File: src/rtl/secded_decode_scheduler_if.sv
// Bundle of request, decoder, response and counter signals for the shared
// SECDED (8,4) decode scheduler. The scheduler sits on the slave modport.
// The requesters, decoder and consumer sit on the master modport.
interface secded_decode_scheduler_if #(
    parameter int CNT_W = 8
);
    logic             req0_valid;
    logic [7:0]       req0_word;
    logic             req0_ready;
    logic             req1_valid;
    logic [7:0]       req1_word;
    logic             req1_ready;
    logic [7:0]       dec_word_o;
    logic [3:0]       dec_data_i;
    logic             dec_single_i;
    logic             dec_double_i;
    logic [3:0]       dec_pos_i;
    logic             rsp_valid;
    logic             rsp_ready;
    logic             rsp_id;
    logic [3:0]       rsp_data;
    logic             rsp_sec;
    logic             rsp_ded;
    logic [3:0]       rsp_pos;
    logic             clear_counts;
    logic [CNT_W-1:0] sec_count;
    logic [CNT_W-1:0] ded_count;
    logic             busy;

    modport slave (
        input  req0_valid, req0_word, req1_valid, req1_word,
        input  dec_data_i, dec_single_i, dec_double_i, dec_pos_i,
        input  rsp_ready, clear_counts,
        output req0_ready, req1_ready, dec_word_o,
        output rsp_valid, rsp_id, rsp_data, rsp_sec, rsp_ded, rsp_pos,
        output sec_count, ded_count, busy
    );

    modport master (
        output req0_valid, req0_word, req1_valid, req1_word,
        output dec_data_i, dec_single_i, dec_double_i, dec_pos_i,
        output rsp_ready, clear_counts,
        input  req0_ready, req1_ready, dec_word_o,
        input  rsp_valid, rsp_id, rsp_data, rsp_sec, rsp_ded, rsp_pos,
        input  sec_count, ded_count, busy
    );
endinterface

File: src/rtl/secded_decode_scheduler.sv
// Shares one combinational SECDED (8,4) decoder between two requesters.
// Round-robin grant in IDLE. The word is held on the decoder for DEC_LAT+1
// cycles in WAIT. The result is registered and tagged with the owner.
// The response is held in RESP until the consumer takes it.
// Saturating counters track corrected and uncorrectable words.
module secded_decode_scheduler #(
    parameter int CNT_W   = 8,
    // Extra settle cycles before capture. Only values 0..7 fit the 3-bit wait counter.
    parameter int DEC_LAT = 1
) (
    input logic                      clk,
    input logic                      rst,
    secded_decode_scheduler_if.slave bus
);
    localparam logic [1:0]       ST_IDLE   = 2'd0;
    localparam logic [1:0]       ST_WAIT   = 2'd1;
    localparam logic [1:0]       ST_RESP   = 2'd2;
    localparam logic [2:0]       LAST_WAIT = 3'(DEC_LAT);
    localparam logic [CNT_W-1:0] CNT_MAX   = '1;

    logic [1:0]       state_q, state_d;
    logic             lastGrant_q, lastGrant_d;
    logic [7:0]       decWord_q, decWord_d;
    logic [2:0]       waitCnt_q, waitCnt_d;
    logic             rspValid_q, rspValid_d;
    logic             rspId_q, rspId_d;
    logic [3:0]       rspData_q, rspData_d;
    logic             rspSec_q, rspSec_d;
    logic             rspDed_q, rspDed_d;
    logic [3:0]       rspPos_q, rspPos_d;
    logic [CNT_W-1:0] secCount_q, secCount_d;
    logic [CNT_W-1:0] dedCount_q, dedCount_d;
    logic             grant0, grant1;

    // Round-robin grant, only offered while idle; a contested grant goes to the port that did not win last
    always_comb begin
        grant0 = 1'b0;
        grant1 = 1'b0;
        if (state_q == ST_IDLE) begin
            if (bus.req0_valid && bus.req1_valid) begin
                grant0 = lastGrant_q;
                grant1 = !lastGrant_q;
            end else begin
                grant0 = bus.req0_valid;
                grant1 = bus.req1_valid;
            end
        end
    end

    // Next-state logic for the accept / settle / respond sequence and the error counters
    always_comb begin
        state_d     = state_q;
        lastGrant_d = lastGrant_q;
        decWord_d   = decWord_q;
        waitCnt_d   = waitCnt_q;
        rspValid_d  = rspValid_q;
        rspId_d     = rspId_q;
        rspData_d   = rspData_q;
        rspSec_d    = rspSec_q;
        rspDed_d    = rspDed_q;
        rspPos_d    = rspPos_q;
        secCount_d  = secCount_q;
        dedCount_d  = dedCount_q;
        case (state_q)
            ST_IDLE: begin
                if (grant0 || grant1) begin
                    decWord_d   = grant1 ? bus.req1_word : bus.req0_word;
                    rspId_d     = grant1;
                    lastGrant_d = grant1;
                    waitCnt_d   = 3'd0;
                    state_d     = ST_WAIT;
                end
            end
            ST_WAIT: begin
                if (waitCnt_q == LAST_WAIT) begin
                    rspData_d  = bus.dec_data_i;
                    rspDed_d   = bus.dec_double_i;
                    rspSec_d   = bus.dec_single_i && !bus.dec_double_i;
                    rspPos_d   = bus.dec_pos_i;
                    rspValid_d = 1'b1;
                    state_d    = ST_RESP;
                    if (bus.dec_single_i && !bus.dec_double_i && secCount_q != CNT_MAX) begin
                        secCount_d = secCount_q + 1'b1;
                    end
                    if (bus.dec_double_i && dedCount_q != CNT_MAX) begin
                        dedCount_d = dedCount_q + 1'b1;
                    end
                end else begin
                    waitCnt_d = waitCnt_q + 3'd1;
                end
            end
            ST_RESP: begin
                if (bus.rsp_ready) begin
                    rspValid_d = 1'b0;
                    state_d    = ST_IDLE;
                end
            end
            default: begin
                state_d = ST_IDLE;
            end
        endcase
        if (bus.clear_counts) begin
            secCount_d = '0;
            dedCount_d = '0;
        end
    end

    // State registers; reset drops any transaction in flight and makes port 0 the first winner
    always_ff @(posedge clk) begin
        if (rst) begin
            state_q     <= ST_IDLE;
            lastGrant_q <= 1'b1;
            decWord_q   <= 8'd0;
            waitCnt_q   <= 3'd0;
            rspValid_q  <= 1'b0;
            rspId_q     <= 1'b0;
            rspData_q   <= 4'd0;
            rspSec_q    <= 1'b0;
            rspDed_q    <= 1'b0;
            rspPos_q    <= 4'd0;
            secCount_q  <= '0;
            dedCount_q  <= '0;
        end else begin
            state_q     <= state_d;
            lastGrant_q <= lastGrant_d;
            decWord_q   <= decWord_d;
            waitCnt_q   <= waitCnt_d;
            rspValid_q  <= rspValid_d;
            rspId_q     <= rspId_d;
            rspData_q   <= rspData_d;
            rspSec_q    <= rspSec_d;
            rspDed_q    <= rspDed_d;
            rspPos_q    <= rspPos_d;
            secCount_q  <= secCount_d;
            dedCount_q  <= dedCount_d;
        end
    end

    assign bus.req0_ready = grant0;
    assign bus.req1_ready = grant1;
    assign bus.dec_word_o = decWord_q;
    assign bus.rsp_valid  = rspValid_q;
    assign bus.rsp_id     = rspId_q;
    assign bus.rsp_data   = rspData_q;
    assign bus.rsp_sec    = rspSec_q;
    assign bus.rsp_ded    = rspDed_q;
    assign bus.rsp_pos    = rspPos_q;
    assign bus.sec_count  = secCount_q;
    assign bus.ded_count  = dedCount_q;
    assign bus.busy       = (state_q != ST_IDLE);
endmodule

File: src/flat_wrapper.sv
// flat-port wrapper written by rule: the top's interface ports become plain ports
module secded_decode_scheduler_flat 
#(
    parameter int CNT_W   = 8,
                                                                                       
    parameter int DEC_LAT = 1
)
  (clk, rst, bus_req0_valid, bus_req0_word, bus_req1_valid, bus_req1_word, bus_dec_data_i, bus_dec_single_i, bus_dec_double_i, bus_dec_pos_i, bus_rsp_ready, bus_clear_counts, bus_req0_ready, bus_req1_ready, bus_dec_word_o, bus_rsp_valid, bus_rsp_id, bus_rsp_data, bus_rsp_sec, bus_rsp_ded, bus_rsp_pos, bus_sec_count, bus_ded_count, bus_busy);
  secded_decode_scheduler_if #(.CNT_W(CNT_W)) bus_i ();
  input logic clk;
  input logic rst;
  input wire logic [$bits(bus_i.req0_valid)-1:0] bus_req0_valid;
  input wire logic [$bits(bus_i.req0_word)-1:0] bus_req0_word;
  input wire logic [$bits(bus_i.req1_valid)-1:0] bus_req1_valid;
  input wire logic [$bits(bus_i.req1_word)-1:0] bus_req1_word;
  input wire logic [$bits(bus_i.dec_data_i)-1:0] bus_dec_data_i;
  input wire logic [$bits(bus_i.dec_single_i)-1:0] bus_dec_single_i;
  input wire logic [$bits(bus_i.dec_double_i)-1:0] bus_dec_double_i;
  input wire logic [$bits(bus_i.dec_pos_i)-1:0] bus_dec_pos_i;
  input wire logic [$bits(bus_i.rsp_ready)-1:0] bus_rsp_ready;
  input wire logic [$bits(bus_i.clear_counts)-1:0] bus_clear_counts;
  output wire logic [$bits(bus_i.req0_ready)-1:0] bus_req0_ready;
  output wire logic [$bits(bus_i.req1_ready)-1:0] bus_req1_ready;
  output wire logic [$bits(bus_i.dec_word_o)-1:0] bus_dec_word_o;
  output wire logic [$bits(bus_i.rsp_valid)-1:0] bus_rsp_valid;
  output wire logic [$bits(bus_i.rsp_id)-1:0] bus_rsp_id;
  output wire logic [$bits(bus_i.rsp_data)-1:0] bus_rsp_data;
  output wire logic [$bits(bus_i.rsp_sec)-1:0] bus_rsp_sec;
  output wire logic [$bits(bus_i.rsp_ded)-1:0] bus_rsp_ded;
  output wire logic [$bits(bus_i.rsp_pos)-1:0] bus_rsp_pos;
  output wire logic [$bits(bus_i.sec_count)-1:0] bus_sec_count;
  output wire logic [$bits(bus_i.ded_count)-1:0] bus_ded_count;
  output wire logic [$bits(bus_i.busy)-1:0] bus_busy;
  assign bus_i.req0_valid = bus_req0_valid;
  assign bus_i.req0_word = bus_req0_word;
  assign bus_i.req1_valid = bus_req1_valid;
  assign bus_i.req1_word = bus_req1_word;
  assign bus_i.dec_data_i = bus_dec_data_i;
  assign bus_i.dec_single_i = bus_dec_single_i;
  assign bus_i.dec_double_i = bus_dec_double_i;
  assign bus_i.dec_pos_i = bus_dec_pos_i;
  assign bus_i.rsp_ready = bus_rsp_ready;
  assign bus_i.clear_counts = bus_clear_counts;
  assign bus_req0_ready = bus_i.req0_ready;
  assign bus_req1_ready = bus_i.req1_ready;
  assign bus_dec_word_o = bus_i.dec_word_o;
  assign bus_rsp_valid = bus_i.rsp_valid;
  assign bus_rsp_id = bus_i.rsp_id;
  assign bus_rsp_data = bus_i.rsp_data;
  assign bus_rsp_sec = bus_i.rsp_sec;
  assign bus_rsp_ded = bus_i.rsp_ded;
  assign bus_rsp_pos = bus_i.rsp_pos;
  assign bus_sec_count = bus_i.sec_count;
  assign bus_ded_count = bus_i.ded_count;
  assign bus_busy = bus_i.busy;
  secded_decode_scheduler #(.CNT_W(CNT_W), .DEC_LAT(DEC_LAT)) u_core (.clk(clk), .rst(rst), .bus(bus_i));
endmodule
File: config.mk
export PLATFORM = sky130hd
export DESIGN_NAME = secded_decode_scheduler_flat
export DESIGN_NICKNAME = d
export VERILOG_FILES = /design/src/rtl/secded_decode_scheduler_if.sv /design/src/rtl/secded_decode_scheduler.sv /design/src/flat_wrapper.sv
export SDC_FILE = /design/constraint.sdc
export NUM_CORES = 1
export LEC_CHECK = 0
export ABC_AREA = 1
export CORE_MARGIN = 5
export CORE_UTILIZATION = 28
export CTS_BUF_LIST = sky130_fd_sc_hd__clkbuf_16
export CTS_CLUSTER_SIZE = 24
export DETAILED_ROUTE_END_ITERATION = 16
export GPL_TIMING_DRIVEN = 0
export PLACE_DENSITY = 0.59
export SYNTH_ARGS = -nofsm -noshare
export SYNTH_HDL_FRONTEND = slang
export SYNTH_SLANG_ARGS = --single-unit
File: constraint.sdc
create_clock -name clk -period 2.8 [get_ports clk]
set_clock_uncertainty 0.15 [all_clocks]
set_input_delay 0.56 -clock clk [delete_from_list [all_inputs] [get_ports clk]]
set_output_delay 0.56 -clock clk [all_outputs]
set_load 0.01 [all_outputs]
==> flow_summary_export.csv <==
group,metric,value,unit
die,fp.dieH,96.6,um
worst_setup_path,start_kind,"input pin",
synth,synth.distinct_cells,23,
die,start_util,28.8,%
routing,drc_errors,0,
outcome,status,"completed",
timing,fmax,366,MHz
die,fp-row-count,31,
timing,min_period_over_period,97.7,%
routing,route.detailed.wl_per_inst,11.2,um
timing,tns,0,ps
die,ios,71,
run,maxCapViolations,0,
worst_setup_path,crit_arrival,2020,ps
placed_design,place_congestion,0.874,
placed_design,dpl.hpwl,4190,um
worst_setup_path,r2r_slack,1060,ps
routing,drt_iter0_drc,130,
final_layout,fin_nets,435,
clock_tree,cts_max_level,2,
routing,drtAntennaViolNets,0,
routing,vias,2171,
worst_setup_path,cp.required,2090,ps
die,die-area,9330,um^2
worst_setup_path,cp-end-kind,"primary output",
clock_tree,numCtsBuffers,5,
placed_design,port_buffers,69,
clock_tree,clk_path_buf_depth,2,
synth,yosys_warnings,0,
final_layout,drive_above_1_share,7.25,%
timing,rsz0062_at_grt,"no",
clock_tree,cts-root-buf,"clkbuf_16",
clock_tree,hold_buffers,0,
global_routing,grt_start_max_net_pins,13,
die,dieWidth,96.6,um
clock_tree,clock_sinks,42,
final_layout,area_delta_synth_final,48.2,%
pwr,leakage,0.00127,uW
worst_setup_path,cp_max_fo,5,
timing,max_slew_margin,67.9,%
pwr,max-vdd-ir-drop,0.000298,V
pwr,powerDensity,501,nW/um^2
timing,period_minus_slack,2730,ps
timing,slew_violations,0,
timing,setup_ws,65.3,ps
synth,synth_cells,319,
synth,synth_seq_area_share,40.0,%
global_routing,grt_overflow,0,
timing,worst_slew_pin_slew,481,ps
synth,synth_area,2100,um^2
clock_tree,clk_pin_slew,60,ps
timing,final_hold_viol_count,0,
synth,ys_seq_elements,42,
global_routing,grt_pass1_vias,2029,
clock_tree,clock_latency,280,ps
placed_design,place_ws,29.8,ps
synth,syn_avg_cell_area,6.58,um^2
routing,firstDrtPassIters,4,
worst_setup_path,critPathKind,"in2out",
min_path,holdCritPathClass,"reg2reg",
synth,synth_nets,355,
final_layout,n_antenna_cell,0,
global_routing,groute.usage.overall,13.0,%
timing,setup_viol,0,
global_routing,antenna_found_initial,0,
die,core,7290,um^2
routing,routed_wl,5590,um
clock_tree,cts_tree,"built",
routing,viasPerCell,4.35,
global_routing,grt_pass1_wl,9430,um
## kinds of logic after synthesis
logic type      synth area share, %
xor+xnor                      0.834
buf+inv                        9.18
compound gates                 9.77
flops                          40.0
simple gates                   37.8
fa+ha+maj                      2.38
## metal layers
layer | track usage [%] | wire length, um | vias up
li1 | - | - | 1158
met1 | 16.2 | 2560 | 947
met2 | 19.4 | 2380 | 60
met3 | 6.89 | 610 | 6
met4 | 3.50 | 44 | 0
met5 | 0 | 0 | -
## worst max-delay path: stages
cell,delay (ps)
clkdlybuf4s50_1,560
nand3_1,200
clkinvlp_4,160
clkdlybuf4s50_1,550
## flip-flops by register name (all words and copies together), names as in the netlist
| name | flops |
|---|---|
| u_core.bus.dec_word_o | 8 |
| u_core.bus.ded_count | 8 |
| u_core.bus.sec_count | 8 |
| u_core.bus.rsp_data | 4 |
| u_core.bus.rsp_pos | 4 |
| u_core.waitCnt_q | 3 |
| u_core.state_q | 2 |
| u_core.bus.rsp_ded | 1 |
| u_core.bus.rsp_id | 1 |
| u_core.bus.rsp_sec | 1 |
| u_core.bus.rsp_valid | 1 |
| u_core.lastGrant_q | 1 |
## Yosys cell counts
| library cell | count | area [um^2] |
|---|---|---|
| o211ai_1 | 1 | 7.51 |
| nand3_1 | 30 | 150 |
| ha_1 | 4 | 50.1 |
| buf_1 | 1 | 3.75 |
| nor2_1 | 32 | 120 |
| buf_2 | 4 | 20.0 |
| buf_4 | 2 | 15.0 |
| xor2_1 | 2 | 17.5 |
| o22ai_1 | 1 | 6.26 |
| inv_1 | 39 | 146 |
| nand3_2 | 1 | 10.0 |
| nand4_1 | 4 | 25.0 |
| a21oi_1 | 23 | 115 |
| o21ai_0 | 12 | 60.1 |
| nor2_4 | 3 | 33.8 |
| nand2_4 | 1 | 11.3 |
| nand2_1 | 108 | 405 |
| nor2_2 | 4 | 25.0 |
| clkinv_1 | 1 | 3.75 |
| nand2_2 | 2 | 12.5 |
| dfxtp_1 | 42 | 841 |
| clkbuf_1 | 1 | 3.75 |
| a21oi_4 | 1 | 16.3 |
## worst paths after layout
check	startpoint	to	cells past startpoint
worst max-delay path	bus_req1_valid	bus_req1_ready	4
worst min-delay path	u_core.bus.rsp_id$_SDFFE_PP0P_	u_core.bus.rsp_id$_SDFFE_PP0P_	2
worst max register to register	u_core.bus.ded_count[0]$_SDFFE_PP0P_	u_core.bus.ded_count[1]$_SDFFE_PP0P_	7
worst min register to register	u_core.bus.rsp_id$_SDFFE_PP0P_	u_core.bus.rsp_id$_SDFFE_PP0P_	2
## cell type report
class | count | area [um^2]
Fill cell | 816 | 4180
Multi-Input combinational cell | 229 | 1070
Tap cell | 99 | 124
Timing Repair Buffer | 73 | 721
Inverter | 40 | 154
Sequential cell | 42 | 841
Buffer | 8 | 42.5
Clock buffer | 5 | 125
Clock inverter | 3 | 37.5
## timing repair
item / 4_1_cts / 5_1_grt
buffers inserted: 0 / 4
endpoints found under the setup margin: 0 / 2
resized for setup: 0 / 1
## report_power, final
part,switching [uW],internal (uW)
Sequential,18.5,629
Combinational,132,137
Clock,228,414
## cells in the final DEF, fill, tap and decap left out, types with 5 or more instances in the layout
cell	n
nand2_1	108
clkdlybuf4s50_1	69
dfxtp_1	42
inv_1	41
nor2_1	32
nand3_1	30
a21oi_1	23
o21ai_0	12
buf_4	6
clkbuf_16	5
## per-stage QoR
| stage | power (uW) | utilization [%] | hold slack, ps | cell area (um^2) | cells |
|---|---|---|---|---|---|
| CTS | 1570 | 42.2 | 316 | 3080 | 495 |
| global route | 1650 | 42.7 | 337 | 3110 | 499 |
| detailed placement | 920 | 40.0 | 304 | 2910 | 487 |
| floorplan | 788 | - | 301 | 2100 | 319 |
| global placement | 918 | 40.0 | 299 | 2910 | 487 |
| finish | 1560 | 42.7 | 317 | 3110 | 499 |
(Power assumes the default switching activity.)
